[src/rtl/multicycle_alu_if.sv]
// Operand/result handshake bundle between the issuing datapath and the multicycle ALU.
interface multicycle_alu_if #(
  parameter int DATA_WIDTH = 32
);
  logic                  start_i;
  logic [3:0]            ALU_Operation_i;
  logic [DATA_WIDTH-1:0] A_i;
  logic [DATA_WIDTH-1:0] B_i;
  logic [DATA_WIDTH-1:0] result_o;
  logic                  zero_o;
  logic                  busy_o;
  logic                  done_o;

  modport master (
    output start_i, ALU_Operation_i, A_i, B_i,
    input  result_o, zero_o, busy_o, done_o
  );

  modport slave (
    input  start_i, ALU_Operation_i, A_i, B_i,
    output result_o, zero_o, busy_o, done_o
  );
endinterface

[src/rtl/multicycle_alu.sv]
// Execute-stage ALU: ADD/SUB/OR in one cycle, SLL/SRL iterate one bit per cycle
// behind a start/busy/done handshake.
module multicycle_alu #(
  parameter int DATA_WIDTH  = 32,
  parameter int SHAMT_WIDTH = 5
) (
  input logic              clk,
  input logic              reset,
  multicycle_alu_if.slave  bus
);

  typedef enum logic [1:0] {IDLE, SHIFT, DONE} state_t;

  localparam logic [3:0] OP_SUB = 4'b0001;
  localparam logic [3:0] OP_OR  = 4'b0010;
  localparam logic [3:0] OP_SLL = 4'b0011;
  localparam logic [3:0] OP_SRL = 4'b0100;

  state_t                  state_q, state_d;
  logic [DATA_WIDTH-1:0]   acc_q, acc_d;
  logic [SHAMT_WIDTH-1:0]  cnt_q, cnt_d;
  logic                    left_q, left_d;
  logic [DATA_WIDTH-1:0]   result_q, result_d;
  logic                    zero_q, zero_d;

  logic                    accept;
  logic [SHAMT_WIDTH-1:0]  shamt;
  logic [DATA_WIDTH-1:0]   acc_step;

  assign accept   = bus.start_i && (state_q != SHIFT);
  assign shamt    = bus.B_i[SHAMT_WIDTH-1:0];
  assign acc_step = left_q ? (acc_q << 1) : (acc_q >> 1);

  always_ff @(posedge clk or negedge reset) begin
    if (!reset) begin
      state_q  <= IDLE;
      acc_q    <= '0;
      cnt_q    <= '0;
      left_q   <= 1'b0;
      result_q <= '0;
      zero_q   <= 1'b0;
    end else begin
      state_q  <= state_d;
      acc_q    <= acc_d;
      cnt_q    <= cnt_d;
      left_q   <= left_d;
      result_q <= result_d;
      zero_q   <= zero_d;
    end
  end

  always_comb begin
    state_d  = state_q;
    acc_d    = acc_q;
    cnt_d    = cnt_q;
    left_d   = left_q;
    result_d = result_q;
    zero_d   = zero_q;
    case (state_q)
      SHIFT: begin
        acc_d = acc_step;
        cnt_d = cnt_q - 1'b1;
        if (cnt_q == SHAMT_WIDTH'(1)) begin
          result_d = acc_step;
          zero_d   = (acc_step == '0);
          state_d  = DONE;
        end
      end
      default: begin
        if (accept) begin
          state_d = DONE;
          case (bus.ALU_Operation_i)
            OP_SUB:  result_d = bus.A_i - bus.B_i;
            OP_OR:   result_d = bus.A_i | bus.B_i;
            OP_SLL, OP_SRL: begin
              result_d = bus.A_i;
              // Zero shift amount completes immediately with A unchanged.
              if (shamt != '0) begin
                result_d = result_q;
                acc_d    = bus.A_i;
                cnt_d    = shamt;
                left_d   = (bus.ALU_Operation_i == OP_SLL);
                state_d  = SHIFT;
              end
            end
            default: result_d = bus.A_i + bus.B_i;
          endcase
          if (state_d == DONE) zero_d = (result_d == '0);
        end else if (state_q == DONE) begin
          state_d = IDLE;
        end
      end
    endcase
  end

  assign bus.result_o = result_q;
  assign bus.zero_o   = zero_q;
  assign bus.busy_o   = (state_q == SHIFT);
  assign bus.done_o   = (state_q == DONE);

endmodule

[src/flat_wrapper.sv]
// flat-port wrapper written by rule: the top's interface ports become plain ports
module multicycle_alu_flat 
#(
  parameter int DATA_WIDTH  = 32,
  parameter int SHAMT_WIDTH = 5
)
  (clk, reset, bus_start_i, bus_ALU_Operation_i, bus_A_i, bus_B_i, bus_result_o, bus_zero_o, bus_busy_o, bus_done_o);
  multicycle_alu_if #(.DATA_WIDTH(DATA_WIDTH)) bus_i ();
  input logic clk;
  input logic reset;
  input wire logic [$bits(bus_i.start_i)-1:0] bus_start_i;
  input wire logic [$bits(bus_i.ALU_Operation_i)-1:0] bus_ALU_Operation_i;
  input wire logic [$bits(bus_i.A_i)-1:0] bus_A_i;
  input wire logic [$bits(bus_i.B_i)-1:0] bus_B_i;
  output wire logic [$bits(bus_i.result_o)-1:0] bus_result_o;
  output wire logic [$bits(bus_i.zero_o)-1:0] bus_zero_o;
  output wire logic [$bits(bus_i.busy_o)-1:0] bus_busy_o;
  output wire logic [$bits(bus_i.done_o)-1:0] bus_done_o;
  assign bus_i.start_i = bus_start_i;
  assign bus_i.ALU_Operation_i = bus_ALU_Operation_i;
  assign bus_i.A_i = bus_A_i;
  assign bus_i.B_i = bus_B_i;
  assign bus_result_o = bus_i.result_o;
  assign bus_zero_o = bus_i.zero_o;
  assign bus_busy_o = bus_i.busy_o;
  assign bus_done_o = bus_i.done_o;
  multicycle_alu #(.DATA_WIDTH(DATA_WIDTH), .SHAMT_WIDTH(SHAMT_WIDTH)) u_core (.clk(clk), .reset(reset), .bus(bus_i));
endmodule
[config.mk]
export PLATFORM = sky130hd
export DESIGN_NAME = multicycle_alu_flat
export DESIGN_NICKNAME = d
export VERILOG_FILES = /design/src/rtl/multicycle_alu_if.sv /design/src/rtl/multicycle_alu.sv /design/src/flat_wrapper.sv
export SDC_FILE = /design/constraint.sdc
export NUM_CORES = 1
export LEC_CHECK = 0
export ABC_AREA = 1
export ABC_CLOCK_PERIOD_IN_PS = 2100
export CORE_MARGIN = 8
export CORE_UTILIZATION = 45
export DETAILED_ROUTE_END_ITERATION = 12
export MAX_ROUTING_LAYER = met4
export PLACE_DENSITY = 0.67
export SETUP_SLACK_MARGIN = 0.3
export SLEW_MARGIN = 20
export SYNTH_ARGS = -nofsm -noshare
export SYNTH_HDL_FRONTEND = slang
export SYNTH_SLANG_ARGS = --single-unit
[constraint.sdc]
create_clock -name clk -period 2.1 [get_ports clk]
set_input_delay 0.42 -clock clk [delete_from_list [all_inputs] [get_ports clk]]
set_output_delay 0.42 -clock clk [all_outputs]
set_load 0.01 [all_outputs]
==> out/summary.txt, run 1 <==
Run status - finished with violations
Failing checks - negative setup slack
TNS Setup - -54.47 ns
Number of flops mapped to enable cells by yosys - 0
Final period util - 177%
Mapped Cells - 1,395
MaxCap Viol Count - 0
WHS - 0.0753 ns
Final setup vio count - 73
Initial core utilization - 46.0%
Worst-skew pair later-pin latency - 0.34 ns
Layout fillers - 1,156
Reg-to-reg endpoint - u_core.bus.zero_o$_DFFE_PN0P_
Antenna fix cells - 0
Static leakage - 7.35 nW
Worst setup margin - -1.62 ns
Synth unique cells - 47
Yosys top cell area share - 22.0%
WS Path Type - input pin to flop
CTS tree - yes
HP Class - input pin to async pin
Vias in the first global route - 11,400
Share of cells above drive strength 1 - 43.7%
Area of the core - 0.0180 sq mm
CP dominant cell by count - buf_6
Die Height - 152 um
PwrDens - 652 mW/mm^2
Top FF cell, synth - dfrtp_1
Worst r2r path cells - 9
Slowest cell on the critical path - ha_4
CP Capture Type - flop
Startpoint types - input pin
Internal cell power - 5.44 mW
Psw - 4.23 mW
Arrival time at the worst endpoint - 3.97 ns
Area leader, netlist - dfrtp_1
Largest net degree at the start of global routing - 47
Post-Route WL - 46,000 um
Finished Core Util - 82.2%
Hold Fails Final Rpt - 0
Slowest stage delay, CP - 0.32 ns
Clock share of power - 15.7%
CTS Buf Count - 9
Critical path peak fanout - 4
Cell Area, Synth - 0.00830 sq mm
Clock Sinks - 73
Layout Skew - 0.00620 ns
Via count - 12,200
Avg Vias per Cell - 5.93
Required @ worst endpoint - 2.35 ns
Post-synth net total - 1,505
Total die area - 0.0230 sq mm
Area Overhead vs Synth - 78.6%
RSZ-0062 raised after global routing - yes
Reg2reg setup slack - -0.06 ns
Syn Area/Cell - 5.95 sq um
IO Count - 106
Die Width - 152 um
Wire length per cell - 22.4 um
Antenna Nets Post-Route - 0
Yosys reg bits - 73
Comb pwr share - 59.2%
Reg power frac - 25.1%
Initial antenna violation count - 0
Drt initial violations - 1,047
Synth top area cells - dfrtp_1, nand2_1, inv_1
Post-synthesis sequential area ratio - 22.0%
Ys async rst share - 100%
Reg2Reg Launch Point - u_core.state_q[1]$_DFFE_PN0P_
Switching part of the total - 43.7%
# DRC - 0
Slew Limit Fails - 0
Grt total ovfl - 0
Worst-case clock buffer depth - 2
Synthesis Warnings - 0
Post-DP HPWL - 28,900 um
FP Rows - 49
IO buf count - 105
Pre-CTS setup slack - -2.36 ns
Fmax - 269 MHz
Final Power - 9.66 mW
Clk pin slew, worst setup/hold paths - 0.06 ns
Post-layout min period - 3.72 ns
Slew at the pin closest to its max-slew limit - 0.572 ns
Root Buffer - clkbuf_16
Htree depth - 3
Total GRT Usage - 36.3%
Final #Nets - 1,928
Hold-fix buffers, CTS - 0
Slew headroom - 61.9%
Global-route wire length before repair - 62,000 um
Peak VDD IR - 691 uV
Global placer's final weighted congestion - 0.956
Count of TritonRoute iterations in the first routing pass - 6
[cells in the mapped netlist (2+ instances only)]
| cell | number |
|---|---|
| a21oi_1 | 102 |
| o31ai_1 | 4 |
| xnor2_1 | 2 |
| nand2_2 | 4 |
| nor3_2 | 2 |
| mux2i_1 | 13 |
| or2_2 | 10 |
| mux2_2 | 11 |
| dfrtp_1 | 73 |
| buf_6 | 3 |
| nand3_1 | 84 |
| o21bai_1 | 4 |
| nor3_1 | 12 |
| a31oi_1 | 11 |
| clkbuf_1 | 28 |
| buf_4 | 2 |
| nor2_4 | 2 |
| nand3b_1 | 7 |
| nor4_1 | 3 |
| o221ai_1 | 7 |
| o21ai_1 | 4 |
| o21ai_0 | 102 |
| and2_1 | 3 |
| inv_1 | 230 |
| inv_2 | 13 |
| nand2_1 | 390 |
| nor2_1 | 131 |
| o211ai_1 | 10 |
| xor2_1 | 30 |
| ha_1 | 38 |
| o21a_1 | 6 |
| nand4_1 | 21 |
| buf_2 | 9 |
| nor2_2 | 11 |
[timing repair]
item	4_1_cts	5_1_grt
resized for setup	397	204
buffers inserted	59	26
gates cloned	6	1
pin swaps	143	100
setup endpoints to repair	75	75
[sequential cells by signal (all words and copies together), names as in the netlist]
| name | count |
|---|---|
| u_core.bus.zero_o | 1 |
| u_core.left_q | 1 |
| u_core.acc_q | 32 |
| u_core.state_q | 2 |
| u_core.bus.result_o | 32 |
| u_core.cnt_q | 5 |
[critical path: cells and delay by family]
kind,cells,cell delay [ns]
XOR/XNOR,1,0.09
adder cells (fa/ha/maj),2,0.46
AND/OR/NAND/NOR,16,1.49
AO/OA/AOI/OAI,1,0.15
buffers and inverters,13,1.34
[worst max-delay path by stage]
| stage | start | depth (start not counted) | slack [ns] | endpoint |
|---|---|---|---|---|
| global placement | bus_B_i[1] | 31 | -2.28 | u_core.bus.zero_o$_DFFE_PN0P_ |
| detailed placement | bus_B_i[1] | 31 | -2.36 | u_core.bus.zero_o$_DFFE_PN0P_ |
| finish | bus_B_i[1] | 33 | -1.62 | u_core.bus.result_o[19]$_DFFE_PN0P_ |
| floorplan | bus_B_i[1] | 28 | -1.20 | u_core.bus.zero_o$_DFFE_PN0P_ |
| global route | bus_B_i[5] | 28 | -1.85 | u_core.bus.zero_o$_DFFE_PN0P_ |
| CTS | bus_B_i[1] | 31 | -1.45 | u_core.bus.zero_o$_DFFE_PN0P_ |
[power groups by stage]
| stage | Combinational, mW | Sequential, mW | Clock, mW |
|---|---|---|---|
| 4_1_cts | 4.93 | 2.34 | 1.52 |
| 6_report | 5.72 | 2.42 | 1.52 |
| 3_5_place_dp | 4.15 | 2.34 | 0 |
| 3_3_place_gp | 4.09 | 2.33 | 0 |
| 5_1_grt | 6.07 | 2.45 | 1.58 |
| 2_1_floorplan | 2.21 | 2.27 | 0 |
[final cells by class]
| cell class | instances | area, sq um | area share [%] |
|---|---|---|---|
| Multi-Input combinational cell | 1036 | 7190 | 48.5 |
| Inverter | 244 | 980 | 6.61 |
| Sequential cell | 73 | 1830 | 12.3 |
| Clock inverter | 6 | 60.1 | 0.405 |
| Timing Repair Buffer | 453 | 4240 | 28.6 |
| Timing Repair inverter | 1 | 7.51 | 0.0507 |
| Tap cell | 229 | 287 | 1.93 |
| Clock buffer | 9 | 225 | 1.52 |
[cell usage in the layout, fill, tap and decap left out, drive strengths merged, types with 3 or more instances in the layout]
cell type and count:
a21oi 103, nor3 15, mux2i 13, o21ai 107, o211ai 10, ha 38
nand3b 7, nand4 21, dfrtp 73, a31oi 11, nand3 85, mux2 11
clkdlybuf4s50 86, dlygate4sd2 7, inv 243, o31ai 4, xor2 30, nor4 4
clkinvlp 3, o21bai 4, and2 3, buf 355, nand2 395, nor2 144
o21a 6, clkbuf 11, clkinv 4, or2 10, o221ai 7
[stage by stage]
stage	area (sq um)	instances
after global placement	11700	1944
after global routing	14800	2051
after floorplan	8570	1395
after CTS	13800	2024
final	14800	2051
after detailed placement	11700	1944
[per-layer routing]
metal	track usage (%)	vias to the layer above	part of all wire (%)
met5	-	-	0
met3	6.15	297	10
li1	-	5323	-
met1	40.0	5640	35
met2	61.5	900	46
met4	20.3	0	8.6
[cell families (layout without fill, tap and decap cells)]
logic type	count (synthesis)	after routing	share of synthesized area [%]
xor+xnor	32	32	3.38
simple gates	684	684	35.0
flops	73	73	22.0
fa+ha+maj	39	39	5.97
mux	24	24	3.06
compound gates	257	257	17.1
buf+inv	286	713	13.5
Note: power is estimated with default switching activity, not from simulation.
==> inputs of run 2 (changes only) <==
SKIP_LAST_GASP = 1   (was not set)
==> run 2 against run 1 <==
Against the previous run: worst hold slack got worse by 0.0058 ns; routed wire length increased by 4.6%; sequential power about the same; via count increased by 1.7%; register-to-register slack about the same; count of clock-buffer cells in the layout unchanged; largest power group unchanged; fmax decreased by 5.9%; the flow still finishes with violations (negative setup slack); critical path type unchanged; power increased by 2.1%.
==> out/summary.txt, run 2 (synthesis gave the netlist of run 1 again) <==
Critical path peak fanout - 4
HP Class - input pin to async pin
Layout Cell Area excl Fill - 0.0149 sq mm
Share of cells above drive strength 1 - 42.7%
Slowest stage delay, CP - 0.31 ns
Failing checks - negative setup slack
Critical path buffers and inverters - 10
DP Area - 0.0117 sq mm
Wire length per cell - 23.2 um
Global-route wire length before repair - 61,600 um
CP dominant cell by count - buf_4
Static leakage - 7.46 nW
Drt initial violations - 1,181
Required @ worst endpoint - 2.38 ns
Final Power - 9.87 mW
Antenna Nets Post-Route - 0
Slowest cell on the critical path - ha_4
Hold Fails Final Rpt - 0
CTS tree - yes
Commonest non-fill, non-tap cell in the layout - buf_4
Htree depth - 3
CTS Buf Count - 9
Most frequent cells in the layout - buf_4, nand2_1, inv_1
PwrDens - 660 mW/mm^2
Peak VDD IR - 660 uV
Global placer's final weighted congestion - 0.956
Area of the core - 0.0180 sq mm
Initial core utilization - 46.0%
Reg2Reg Launch Point - u_core.state_q[1]$_DFFE_PN0P_
Arrival time at the worst endpoint - 4.23 ns
Startpoint types - input pin
Hold-fix buffers, CTS - 0
Area Overhead vs Synth - 80.2%
Vias in the first global route - 11,500
Root Buffer - clkbuf_16
Reg-to-reg endpoint - u_core.bus.result_o[8]$_DFFE_PN0P_
IO Count - 106
WS Path Type - input pin to flop
FP Rows - 49
Slew Limit Fails - 0
Run status - finished with violations
Die Height - 152 um
Slew headroom - 62.4%
Avg Vias per Cell - 5.95
Layout fillers - 1,097
Grt total ovfl - 0
RSZ-0062 raised after global routing - yes
Worst-skew pair later-pin latency - 0.34 ns
Slew at the pin closest to its max-slew limit - 0.564 ns
Post-layout min period - 3.95 ns
Worst-case clock buffer depth - 2
Layout Skew - 0.00433 ns
CP top delay family - simple AND/OR/NAND/NOR gates
Post-Route WL - 48,100 um
IO buf count - 105
Die Width - 152 um
Worst r2r path cells - 10
Total GRT Usage - 36.1%
Largest net degree at the start of global routing - 47
Clk pin slew, worst setup/hold paths - 0.06 ns
MaxCap Viol Count - 0
Final setup vio count - 73
CP Capture Type - flop
Count of TritonRoute iterations in the first routing pass - 6
Final period util - 188%
Total die area - 0.0230 sq mm
Post-DP HPWL - 28,900 um
Worst setup margin - -1.85 ns
TNS Setup - -65.18 ns
Via count - 12,400
Initial antenna violation count - 1
Pre-CTS setup slack - -2.36 ns
Final #Nets - 1,953
# DRC - 0
Clock Sinks - 73
Fmax - 253 MHz
Reg2reg setup slack - -0.06 ns
## run 2: changes by cell type in the layout (fill, tap and decap cells not counted), moves of 3 or more
cell     change
o21ai_1      +3
inv_4        +3
buf_4       +21
xor2_1       +3
nand2_1     +17
a21oi_1      +5
nand2_2     -21
o21ai_2      -3
inv_2        -3
a21oi_2      -7
nand2_4      +3
## run 2: layout make-up
| class | count | area (sq um) | share of cell area, % |
|---|---|---|---|
| Sequential cell | 73 | 1830 | 12.2 |
| Timing Repair inverter | 1 | 7.51 | 0.0502 |
| Inverter | 244 | 992 | 6.64 |
| Clock inverter | 6 | 60.1 | 0.402 |
| Antenna cell | 1 | 2.50 | 0.0167 |
| Multi-Input combinational cell | 1036 | 7080 | 47.3 |
| Clock buffer | 9 | 225 | 1.51 |
| Timing Repair Buffer | 478 | 4470 | 29.9 |
| Tap cell | 229 | 287 | 1.92 |
## run 2: timing repair
action                                  CTS  global route
gates cloned                              6             2
pin swaps                               143           144
setup buffers                            59            50
gates resized for setup                 354           224
endpoints found under the setup margin   75            74
## run 2: worst max path at each step
stage / slack [ns] / cells after the start / endpoint / from
final: -1.85 / 32 / u_core.bus.zero_o$_DFFE_PN0P_ / bus_B_i[1]
after global routing: -2.01 / 30 / u_core.bus.result_o[31]$_DFFE_PN0P_ / bus_B_i[1]
after CTS: -1.45 / 31 / u_core.bus.zero_o$_DFFE_PN0P_ / bus_B_i[1]
after detailed placement: -2.36 / 31 / u_core.bus.zero_o$_DFFE_PN0P_ / bus_B_i[1]
after global placement: -2.28 / 31 / u_core.bus.zero_o$_DFFE_PN0P_ / bus_B_i[1]
after floorplan: -1.20 / 28 / u_core.bus.zero_o$_DFFE_PN0P_ / bus_B_i[1]
## run 2: report_power, final
group	internal (mW)	leakage [nW]	switching, mW	total [mW]
clock	0.907	0.137	0.638	1.54
combinational	2.68	6.43	3.19	5.88
sequential	1.92	0.894	0.528	2.44
## run 2: stage by stage
stage                     hold WS (ns)  utilization (%)  instances
after floorplan                  0.124                -       1395
after global placement           0.452             64.9       1944
after detailed placement         0.449             64.9       1944
after CTS                       0.0871             75.9       2024
after global routing             0.109             82.9       2077
final                           0.0695             82.9       2077
## run 2: per-layer routing
metal | part of all wire, % | vias to the layer above | global-route usage (%)
met5 | 0 | - | -
met4 | 9.4 | 0 | 20.4
met3 | 11 | 358 | 6.09
met2 | 45 | 961 | 60.4
met1 | 35 | 5671 | 40.2
li1 | - | 5376 | -
